`src/rtl/seg7_temp_display.sv`:
```
// Four-digit multiplexed 7-segment driver for packed sign/tens/units/tenths temperature.
// Define SEG7_LZB_EN to blank a zero tens digit (leading-zero blanking).
module seg7_temp_display #(
    parameter int unsigned REFRESH_DIV = 1000,
    parameter int unsigned BLANK_CYC   = 20
) (
    input  logic        clk,
    input  logic        Rst,
    input  logic        En,
    input  logic        Load,
    input  logic [15:0] temp,
    output logic [6:0]  Seg,
    output logic        Dp,
    output logic [3:0]  An
);

    localparam int unsigned CNT_W = (REFRESH_DIV > 1) ? $clog2(REFRESH_DIV) : 1;
    localparam logic [CNT_W-1:0] CNT_LAST  = CNT_W'(REFRESH_DIV - 1);
    localparam logic [CNT_W-1:0] BLANK_END = CNT_W'(BLANK_CYC);
    localparam logic [6:0] SEG_OFF   = 7'h7F;
    localparam logic [6:0] SEG_MINUS = 7'h3F;

    typedef struct packed {
        logic [3:0] sign;
        logic [3:0] tens;
        logic [3:0] units;
        logic [3:0] tenths;
    } temp_t;

    temp_t            shadow_q, shadow_d;
    temp_t            disp_q,   disp_d;
    logic [CNT_W-1:0] cnt_q,    cnt_d;
    logic [1:0]       idx_q,    idx_d;
    logic [6:0]       seg_q,    seg_d;
    logic             dp_q,     dp_d;
    logic [3:0]       an_q,     an_d;

    // Active-low BCD decode; out-of-range nibbles show an 'E' glyph.
    function automatic logic [6:0] seg_decode(input logic [3:0] n);
        logic [6:0] s;
        case (n)
            4'd0:    s = 7'h40;
            4'd1:    s = 7'h79;
            4'd2:    s = 7'h24;
            4'd3:    s = 7'h30;
            4'd4:    s = 7'h19;
            4'd5:    s = 7'h12;
            4'd6:    s = 7'h02;
            4'd7:    s = 7'h78;
            4'd8:    s = 7'h00;
            4'd9:    s = 7'h10;
            default: s = 7'h06;
        endcase
        return s;
    endfunction

    always_comb begin
        shadow_d = shadow_q;
        disp_d   = disp_q;
        cnt_d    = cnt_q;
        idx_d    = idx_q;
        seg_d    = SEG_OFF;
        dp_d     = 1'b1;
        an_d     = 4'hF;

        if (Load) begin
            shadow_d = temp_t'(temp);
        end

        // Scan advance; the display copy only changes at the frame boundary.
        if (!En) begin
            cnt_d = '0;
            idx_d = '0;
        end else if (cnt_q == CNT_LAST) begin
            cnt_d = '0;
            idx_d = idx_q + 2'd1;
            if (idx_q == 2'd3) begin
                disp_d = Load ? temp_t'(temp) : shadow_q;
            end
        end else begin
            cnt_d = cnt_q + CNT_W'(1);
        end

        if (En && (cnt_q >= BLANK_END)) begin
            an_d = ~(4'b0001 << idx_q);
            case (idx_q)
                2'd0: seg_d = seg_decode(disp_q.tenths);
                2'd1: begin
                    seg_d = seg_decode(disp_q.units);
                    dp_d  = 1'b0;
                end
                2'd2: begin
`ifdef SEG7_LZB_EN
                    seg_d = (disp_q.tens == 4'd0) ? SEG_OFF : seg_decode(disp_q.tens);
`else
                    seg_d = seg_decode(disp_q.tens);
`endif
                end
                default: seg_d = (disp_q.sign != 4'd0) ? SEG_MINUS : SEG_OFF;
            endcase
        end
    end

    always_ff @(posedge clk) begin
        if (Rst) begin
            shadow_q <= '0;
            disp_q   <= '0;
            cnt_q    <= '0;
            idx_q    <= '0;
            seg_q    <= SEG_OFF;
            dp_q     <= 1'b1;
            an_q     <= 4'hF;
        end else begin
            shadow_q <= shadow_d;
            disp_q   <= disp_d;
            cnt_q    <= cnt_d;
            idx_q    <= idx_d;
            seg_q    <= seg_d;
            dp_q     <= dp_d;
            an_q     <= an_d;
        end
    end

    assign Seg = seg_q;
    assign Dp  = dp_q;
    assign An  = an_q;

endmodule

```
`config.mk`:
```
export PLATFORM = sky130hd
export DESIGN_NAME = seg7_temp_display
export DESIGN_NICKNAME = d
export VERILOG_FILES = /design/src/rtl/seg7_temp_display.sv
export SDC_FILE = /design/constraint.sdc
export NUM_CORES = 1
export LEC_CHECK = 0
export CORE_ASPECT_RATIO = 0.5
export CORE_MARGIN = 2
export CORE_UTILIZATION = 25
export CTS_BUF_LIST = sky130_fd_sc_hd__clkbuf_4 sky130_fd_sc_hd__clkbuf_8
export DETAILED_ROUTE_END_ITERATION = 12
export GPL_TIMING_DRIVEN = 0
export HOLD_SLACK_MARGIN = 0.1
export PLACE_DENSITY = 0.47
export SLEW_MARGIN = 20
export SYNTH_ARGS = -nofsm -noshare
export SYNTH_HDL_FRONTEND = slang
export SYNTH_SLANG_ARGS = --single-unit
```
`constraint.sdc`:
```
create_clock -name clk -period 4.1 [get_ports clk]
set_clock_uncertainty 0.15 [all_clocks]
set_input_delay 0.82 -clock clk [delete_from_list [all_inputs] [get_ports clk]]
set_output_delay 0.82 -clock clk [all_outputs]
set_load 0.01 [all_outputs]
```
# --- Word-level counts from Yosys, hierarchy flattened ---
# Memories as Yosys holds them, arrays and structs flattened. A register that Yosys moved wholly into a read port is not among the register bits.
# Index checks and enable logic that the tools add are counted.
# Widths: inputs -> output; s select.
totals:
  mem_bits_ro: 336
  input_bits: 20
  reg_bits: 56
  memories: 3
  elab_cells: 44
  out_inout_bits: 12
classes:
  n_mux: 10
  reduce_logical: 7
  bitwise_logic: 3
  n_eq_ne: 4
  order_cmp: 1
  add_sub_neg: 2
  shifts: 1
memory_table:
  columns: ["memory", "depth", "width", "rd", "rd_ports_with_merged_regs", "write_ports", "line", "source"]
  rows:
  - ["(no name shown)", 16, 7, 1, 1, 0, "41", "case (n)"]
  - ["(no name shown)", 16, 7, 1, 1, 0, "41", null]
  - ["(no name shown)", 16, 7, 1, 1, 0, "41", null]
ops:
  columns: ["op", "n"]
  rows:
  - ["$mux 4", 6]
  - ["$pmux 7 s3", 1]
  - ["$mux 16", 1]
  - ["$add 10x1->10 const B", 1]
  - ["$eq 10x10->1 const B", 1]
  - ["$ge 10x5->1 const B", 1]
  - ["$mux 7", 1]
  - ["$eq 2x2->1 const B", 2]
  - ["$not 4->4", 1]
  - ["$reduce_bool 4->1", 1]
  - ["$reduce_or 2->1", 2]
  - ["$shl 1x2->4 const A", 1]
  - ["$reduce_and 3->1", 1]
  - ["$reduce_or 3->1", 1]
  - ["$add 2x1->2 const B", 1]
  - ["$eq 2x1->1 const B", 1]
  - ["$logic_not 2->1", 1]
  - ["$not 1->1", 2]
  - ["$logic_and 1x1->1", 1]
  - ["$mux 1", 1]

# --- Longest topological paths before layout ---
# Gate-level depths: netlist (run 1).
depth:
  word_depth: 4
  depth_mapped: 13
  depth_no_buf: 12

# --- Least setup slack after synthesis (run 1) ---
# OpenSTA, ideal clock, no wires.
synth_path:
  path_type: "input-to-reg"
  start: "input port Load"
  end: "register (tool-made name)"
  arrival_ps: 2660
  cell_stages: 12
  setup_ps: 118
  n_path_buf: 2
  required_ps: 3832
  slack_ps: 1172
  cell_sequence: "buf_2 buf_1 mux2i_1 nand2_1 o21ai_0 or2_2 ha_1 nand2_1 o211ai_1 o21ai_0 a31oi_1 nand2_1"
synth_rtl:
  columns: ["element", "line", "source"]
  rows:
  - ["start, declared", "10", "input logic Load,"]

==> results of run 1 <==
-- timing repair --
action / CTS / global route
endpoints found under the setup margin: 2 / 5
pin swaps: 0 / 0
gates resized for setup: 1 / 2
-- per-stage QoR --
step	instances	hold WS, ps	worst slack, ps	power, mW	TNS, ps
2_1_floorplan	361	273	1170	0.806	0
3_3_place_gp	561	311	-558	0.841	-4180
3_5_place_dp	561	313	-508	0.841	-3420
4_1_cts	577	335	152	1.39	0
5_1_grt	577	374	132	1.44	0
6_report	577	333	405	1.37	0
-- critical path, delay by kind of cell --
| kind | cells | cell delay (ps) |
|---|---|---|
| buffers and inverters | 5 | 1860 |
| AO/OA/AOI/OAI | 3 | 420 |
| AND/OR/NAND/NOR | 3 | 360 |
| adder cells (fa/ha/maj) | 1 | 260 |
| multiplexers | 1 | 100 |
-- routing by layer --
layer | global-route usage (%) | routed length [um]
met3 | 3.83 | 348
met5 | 0 | 0
met2 | 17.3 | 3110
met4 | 4.98 | 129
met1 | 16.5 | 4340
-- path summary, 6_finish.rpt --
check	from	end	slack (ps)	cells after the start
worst max register to register	cnt_q[0]	register	480	13
worst max-delay path	Rst	register	400	13
worst min-delay path	register	Seg[2]	330	2
worst min register to register	register	Seg[2]	330	2
-- power by group --
group	switching, mW	total (mW)	internal [mW]	leakage [nW]
combinational	0.0377	0.0706	0.0329	0.829
clock	0.293	0.547	0.254	0.0905
sequential	0.00489	0.753	0.748	0.616
-- placed cells by master, fill, tap and decap left out, drive strengths merged, types with 6 or more instances in the layout --
master,instances
clkdlybuf4s50,30
o21ai,17
nand2,34
nor2,54
inv,15
mux2i,21
a211oi,8
nor3,10
dfxtp,76
or2,7
mux2,6
a21oi,13
ha,22
xnor2,6
a222oi,7
clkbuf,17
buf,12
nor2b,7
-- cell families after synthesis --
group	Yosys count	synth area share [%]
XOR/XNOR	9	2.36
adder cells (fa/ha/maj)	22	8.25
AND/OR/NAND/NOR	138	19.5
AO/OA/AOI/OAI	59	11.7
buffers and inverters	30	3.79
multiplexers	27	8.78
flip-flops	76	45.6
-- area by class of cell --
cell class | instances | area share, %
Sequential cell | 76 | 37.7
Multi-Input combinational cell | 255 | 41.8
Buffer | 17 | 1.98
Inverter | 13 | 1.21
Clock inverter | 4 | 0.806
Clock buffer | 12 | 3.78
Timing Repair Buffer | 30 | 7.44
Tap cell | 170 | 5.27
==> run metrics, run 1 <==
Max stage delay on crit path 590 ps; hold_buf cts 0; largest net degree at the start of global routing 14; Worst-Margin Slew 862 ps; layout cell share with drive strength beyond 1 around a tenth; Routed WL per cell about 14 um; area post-placement roughly 3800 um2; Final ANT Viol Nets 0; CORE AREA ~13000 um2; Final Util 31.4%; Post-CTS Setup Bufs 0; HPWL after DPL slightly below 6000 um; fin crit share about 90%; commonest cells in the netlist dfxtp_1 (76), nor2_1 (54), nand2_1 (34); multi-input logic area ~1700 um2; number of synthesized flops with an enable pin 0; register area share after synthesis roughly 46%; Detailed Route WL between 7000 and 8000 um; # port buffers 30; Worst-Skew Late Latency roughly 370 ps; initial antenna violation count 0; Clock Tree Buf Depth 2; # fillers roughly 1300; syn_area_per_cell just over 9 um2; status complete, but fails checks; Final GP Congestion 0.763; cell count after synthesis ~360; routed via count between 2000 and 3000; worst endpoint required time between 4000 and 5000 ps; Cell Chain, Critical Path clkdlybuf4s50_1, clkbuf_2, clkbuf_1, buf_1, nor2_1, nand2_1, o21ai_0, inv_1, ha_1, mux2i_1, nor3_1, a21oi_1, o21ai_0; Final Hold Viols 0; syn nets just over 400; CP max-delay cell clkdlybuf4s50_1; area delta synth->final 21.0%; Iter 0 DRT Violations 142; Ys Warns 0; top cell type's share of synthesized area between 40% and 50%; die height ~86 um; Worst slew margin between 40 and 50%; top-count cell post-synth dfxtp_1; Residual DRC 3; total clock sinks 76; grt total ovfl 0; predominant post-synthesis flop cell dfxtp_1; FF+latch count, synth 76; critical path's most frequent cell o21ai_0; root buffer cell clkbuf_8; ys async rst share 0%; GR Util All Layers between 10% and 20%; n_diodes 0; vias in the first global route approximately 2400; Power Density between 300 and 400 nW/um2; RSZ-0062 raised after global routing false; Die Footprint roughly 14000 um2; P_leak approximately 1.5 nW; Final #Nets ~440; Die X-Extent 167 um; Max Slew Vio Count 0; CTS clk-pin slew, worst paths 80 ps; type of origin of the critical path input port; FF/Latch Area about 1500 um2; Fmax achieved 0.271 GHz; Initial Util about a quarter; ranking of synthesized cells by area dfxtp_1 (46%), ha_1 (8.3%), mux2i_1 (6.3%), nor2_1 (6.1%), nand2_1 (3.8%); min Tclk post-route 3700 ps; first-pass GRT wire length about 13000 um; Worst VDD drop 0.000134 V; Rows 29; synthesized area between 3000 and 4000 um2; failing checks design-rule violations; crit path max fanout 10; # setup viols final 0; H-tree depth 3; via/cell ratio ~4.4; I/O pins 32; Pre-antenna DRT Iters 8; cell taking the most area after synthesis dfxtp_1; max-cap violations 0; CTS tree yes; CP endpoint kind register; library cells used by synthesis 40; worst min path class register to register; critical path class input port to register; total clock buffers created by CTS 9; WP data arrival ~3800 ps; finished layout cell area around 4000 um2
Note: power is estimated with default switching activity, not from simulation.
==> run 2, diff against run 1 <==
- RECOVER_POWER: default -> 100
==> run 2 against run 1 <==
Net effect: the run still ends with design-rule violations left; via count up 1.4%; critical path depth unchanged; register-to-register slack worse by 30 ps; cell count unchanged; die area unchanged; design area down 0.25%; sequential share of layout area up 0.094 points; core utilization down 0.078 points; count of clock-buffer cells in the layout unchanged; critical path type unchanged; largest cell class unchanged.
==> run metrics, run 2 (same netlist as run 1, synthesis figures left out) <==
HPWL after DPL ~6000 um; Hold Path Origin cnt_q[0]; Setup WS pre-CTS -508 ps; total clock buffers created by CTS 9; critical path class input port to register; CP endpoint kind register; most frequent cells in the layout dfxtp_1 (76), nor2_1 (54), nand2_1 (34), ha_1 (22), mux2i_1 (21); Power Density about 340 nW/um2; worst r2r src cnt_q[0]; first-pass GRT wire length around 13000 um; CP max-delay cell clkdlybuf4s50_1; I/O pins 32; Final GP Congestion approximately 0.76; Rows 29; vias in the first global route approximately 2400; Routed WL per cell between 10 and 15 um; P_leak approximately 1.5 nW; grt total ovfl 0; Final ANT Viol Nets 0; layout cell share with drive strength beyond 1 about 8.8%; Worst Hold Depth 1; reg2reg path depth 13; CTS tree yes; Max stage delay on crit path between 500 and 600 ps; routed via count 2555; type of origin of the critical path input port; H-tree depth 3; Residual DRC 3; CP delay by family, top buffers and inverters; commonest non-fill, non-tap cell in the layout dfxtp_1; Cell Chain, Critical Path clkdlybuf4s50_1, clkbuf_2, clkbuf_1, clkbuf_1, nor2_1, nand2_1, o21ai_0, inv_1, ha_1, mux2i_1, nor3_1, a21oi_1, o21ai_0; worst reg-to-reg setup slack between 400 and 500 ps; CTS clk-pin slew, worst paths 90 ps; # port buffers 30; total clock sinks 76; WP data arrival 3860 ps; Final #Nets around 440; max-cap violations 0; WP buf/inv 5; Worst-Margin Slew approximately 860 ps; GR Util All Layers a little under an eighth; min Tclk post-route about 3700 ps; worst endpoint required time between 4000 and 5000 ps; root buffer cell clkbuf_8; Die Footprint ~14000 um2; RSZ-0062 raised after global routing false; Hold WS between 300 and 400 ps; Iter 0 DRT Violations around 130; crit path max fanout 10; die height around 86 um; initial antenna violation count 0; Die X-Extent between 150 and 200 um; Max Slew Vio Count 0; worst min path class register to register; Worst VDD drop approximately 0.00013 V; via/cell ratio ~4.4; failing checks design-rule violations; CORE AREA 12800 um2; Detailed Route WL 7950 um; status complete, but fails checks; largest net degree at the start of global routing 14; Final Hold Viols 0; Initial Util 26.0%; final total power about 1.4 mW; n_diodes 0; Hold Path End cnt_q[0]; fin crit share 90.8%; final setup margin approximately 380 ps; Fmax achieved 0.269 GHz; Post-CTS Setup Bufs 0; area delta synth->final 20.7%; Worst-Skew Late Latency around 370 ps; setup TNS 0 ps; Worst slew margin 42.2%; Clock Tree Buf Depth 2; Pre-antenna DRT Iters 10; # setup viols final 0
run 2: cell types whose count changed in the layout (fill, tap and decap cells not counted), moves of 2 or more:
| cell | change |
|---|---|
| mux2_4 | -2 |
| mux2_1 | +3 |
| clkdlybuf4s50_1 | -13 |
| dlygate4sd3_1 | +13 |
run 2: final cells by class:
type                       instances  area, um2
fill                            1343       8820
multi-input combinational        255       1680
sequential                        76       1520
timing repair buffer              30        300
tap                              170        213
clock buffer                      12        153
buffer                            17       80.1
inverter                          13       48.8
clock inverter                     4       32.5
run 2: repair_timing:
| item | in CTS | in global routing |
|---|---|---|
| endpoints found under the setup margin | 2 | 5 |
| gates resized for setup | 1 | 2 |
| gates cloned | 0 | 0 |
| pin swaps | 0 | 0 |
| hold buffers | 0 | 0 |
| endpoints found under the hold margin | 0 | 0 |
run 2: power breakdown:
group	switching, mW	leakage [nW]	internal (mW)
Combinational	0.0378	0.793	0.0326
Sequential	0.00488	0.616	0.748
Clock	0.292	0.0905	0.254
Total	0.335	1.50	1.03
run 2: per-stage QoR:
| step | cells | utilization, % | cell area (um2) |
|---|---|---|---|
| finish | 577 | 31.3 | 4030 |
| global route | 577 | 31.3 | 4030 |
| CTS | 577 | 31.4 | 4040 |
| detailed placement | 561 | 30.0 | 3850 |
| global placement | 561 | 30.0 | 3850 |
| floorplan | 361 | - | 3340 |
run 2: layer usage:
layer,global-route usage (%),routed length [um],part of all wire (%)
met1,16.5,4330,54
met3,3.83,370,4.7
met2,17.3,3120,39
met5,0,0,0
met4,4.98,129,1.6
run 2: worst max path at each step:
stage	startpoint	to	slack, ps	depth (start not counted)
CTS	Rst	register	150	13
global route	cnt_q[0]	register	120	12
global placement	Rst	register	-560	11
floorplan	Load	register	1170	12
finish	Rst	register	380	13
detailed placement	Rst	register	-510	11
==> run 3, diff against run 2 <==
- ABC_AREA: default -> 1
- PLACE_DENSITY: 0.47 -> default
- PLACE_DENSITY_LB_ADDON: default -> 0.1
==> run 3 against run 2 <==
Net effect: the flow now finishes without violations; worst setup slack improved by 450 ps; sequential power about the same; synthesized cell count increased by 17%; cell count increased by 14%; register-to-register slack improved by 690 ps; non-clock buffer count unchanged; highest routed layer unchanged.
==> run metrics, run 3 <==
global routing's busiest layer met1; status complete, no violations; top cell type's share of synthesized area between 40 and 50%; Cell Chain, Critical Path clkdlybuf4s50_1, nand2_1, inv_1, nand4_1, clkbuf_1, nand2_2, nand3_1, ha_1, inv_1, o21ai_0; n_diodes 0; min Tclk post-route 3270 ps; type of origin of the critical path input port; Worst Hold Depth 2; WP data arrival 3380 ps; number of synthesized flops with an enable pin 0; GR met2 Demand/Resource roughly 16%; Pre-antenna DRT Iters 4; Combinational Power Share slightly above 4%; # port buffers 29; Clock Tree Buf Depth 2; GR Util All Layers between 10% and 20%; # setup viols final 0; Die X-Extent between 150 and 200 um; Setup WS pre-CTS about 1000 ps; reg2reg path depth 10; RSZ-0062 raised after global routing false; vias in the first global route around 2500; Rows 30; Worst-Skew Late Latency about 360 ps; Residual DRC 0; Clk pwr share about 44%; cell taking the most area after synthesis dfxtp_1; Hold Path Origin disp_q[13]; CP endpoint kind register; predominant post-synthesis flop cell dfxtp_1; critical path's most frequent cell inv_1; FF/Latch Area roughly 1500 um2; area delta synth->final 18.0%; root buffer cell clkbuf_8; die height between 80 and 90 um; # fillers between 1000 and 1500; max-cap violations 0; fin crit share 79.9%; Max stage delay on crit path a little over 500 ps; CTS tree yes; worst reg-to-reg setup slack between 1000 and 1500 ps; synthesized area roughly 3500 um2; Hold Path End disp_q[13]; HPWL after DPL ~6200 um; Final Hold Viols 0; layout cell share with drive strength beyond 1 between 10% and 20%; P_sw 0.320 mW; multi-input logic area approximately 1500 um2; routed via count about 2600; worst endpoint required time 4210 ps; CTS clk-pin slew, worst paths 80 ps; commonest non-fill, non-tap cell in the layout nand2_1; Initial Util approximately 26%; Routed WL per cell roughly 12 um; cell count after synthesis 423; total internal power around 1.1 mW; syn_area_per_cell 8.28 um2; grt met3 use between 3 and 4%; critical path class input port to register; initial antenna violation count 0; worst min path class register to register; Worst slew margin between 50% and 60%; final setup margin 826 ps; hold_buf cts 0; Fmax achieved roughly 0.31 GHz; worst r2r src cnt_q[0]; FF+latch count, synth 76; Max Slew Vio Count 0; setup TNS 0 ps; Detailed Route WL between 8000 and 9000 um; Final GP Congestion 0.787; register area share after synthesis 43.4%; Sw Share around 22%; Final #Nets 505; H-tree depth 3; PostCTS Resize Cnt 0; grt total ovfl 0; CORE AREA between 10000 and 15000 um2; commonest cells in the netlist nand2_1 (80), dfxtp_1 (76), inv_1 (62); total clock sinks 76; via/cell ratio approximately 4; library cells used by synthesis 37; Die Footprint about 15000 um2; M1 GR Usage between 10% and 20%; Final ANT Viol Nets 0; I/O pins 32; Power Density 347 nW/um2; Iter 0 DRT Violations 103; Flop pwr share a little over half; Post-CTS Setup Bufs 0; most frequent cells in the layout nand2_1 (81), dfxtp_1 (76), inv_1 (63), nor2_1 (37); syn nets between 400 and 500; ys async rst share 0%; crit path max fanout 10; total clock buffers created by CTS 9; ranking of synthesized cells by area dfxtp_1 (43%), nand2_1 (8.6%), ha_1 (7.9%), inv_1 (6.6%), nor2_1 (4.0%); top-count cell post-synth nand2_1; Worst-Margin Slew 716 ps; first-pass GRT wire length 13100 um; Ys Warns 0; largest net degree at the start of global routing 14; P_leak 1.86 nW; CP max-delay cell clkdlybuf4s50_1; Worst VDD drop 0.000171 V
## run 3: worst max path at each step
| stage | startpoint | to | depth (start not counted) |
|---|---|---|---|
| 2_1_floorplan | Load | register | 11 |
| 3_3_place_gp | En | register | 11 |
| 3_5_place_dp | En | register | 11 |
| 4_1_cts | En | register | 11 |
| 5_1_grt | En | register | 10 |
| 6_report | En | register | 10 |
## run 3: power groups by stage
| stage | Combinational, mW | Sequential [mW] | Clock (mW) |
|---|---|---|---|
| after global placement | 0.0631 | 0.769 | 0 |
| after detailed placement | 0.0631 | 0.769 | 0 |
| after CTS | 0.0634 | 0.752 | 0.654 |
| final | 0.0590 | 0.752 | 0.623 |
| after floorplan | 0.0340 | 0.768 | 0 |
| after global routing | 0.0676 | 0.753 | 0.686 |
## run 3: cells by family after synthesis
family | share of synthesized area [%]
AO/OA/AOI/OAI | 6.96
XOR/XNOR | 0.500
adder cells (fa/ha/maj) | 7.86
buffers and inverters | 10.6
flip-flops | 43.4
multiplexers | 1.14
AND/OR/NAND/NOR | 29.5
## run 3: final cells by class
type | instances | share of cell area (%)
tap | 192 | 5.81
buffer | 18 | 2.21
inverter | 68 | 6.26
multi-input combinational | 261 | 36.8
clock buffer | 9 | 3.00
clock inverter | 6 | 2.15
timing repair buffer | 29 | 7.02
sequential | 76 | 36.8
## run 3: routing by layer
metal	share of wire [%]	vias up
met5	0	-
met4	1.4	0
met3	5.5	10
met2	37	50
met1	56	1136
li1	-	1420
## run 3: metrics by stage
stage | total power, mW | std cells | hold WS [ps] | cell area, um2 | utilization, %
detailed placement | 0.832 | 644 | 296 | 4030 | 29.6
global route | 1.51 | 659 | 332 | 4140 | 30.3
floorplan | 0.802 | 423 | 272 | 3500 | -
CTS | 1.47 | 659 | 309 | 4250 | 31.2
finish | 1.43 | 659 | 303 | 4140 | 30.3
global placement | 0.832 | 644 | 287 | 4030 | 29.6
## run 3: critical path: cells and delay by family
kind / cells / cell delay [ps]
buffers and inverters: 4 / 1060
and+or+nand+nor: 4 / 860
adders and majority gates: 1 / 430
AOI/OAI and AO/OA: 1 / 210
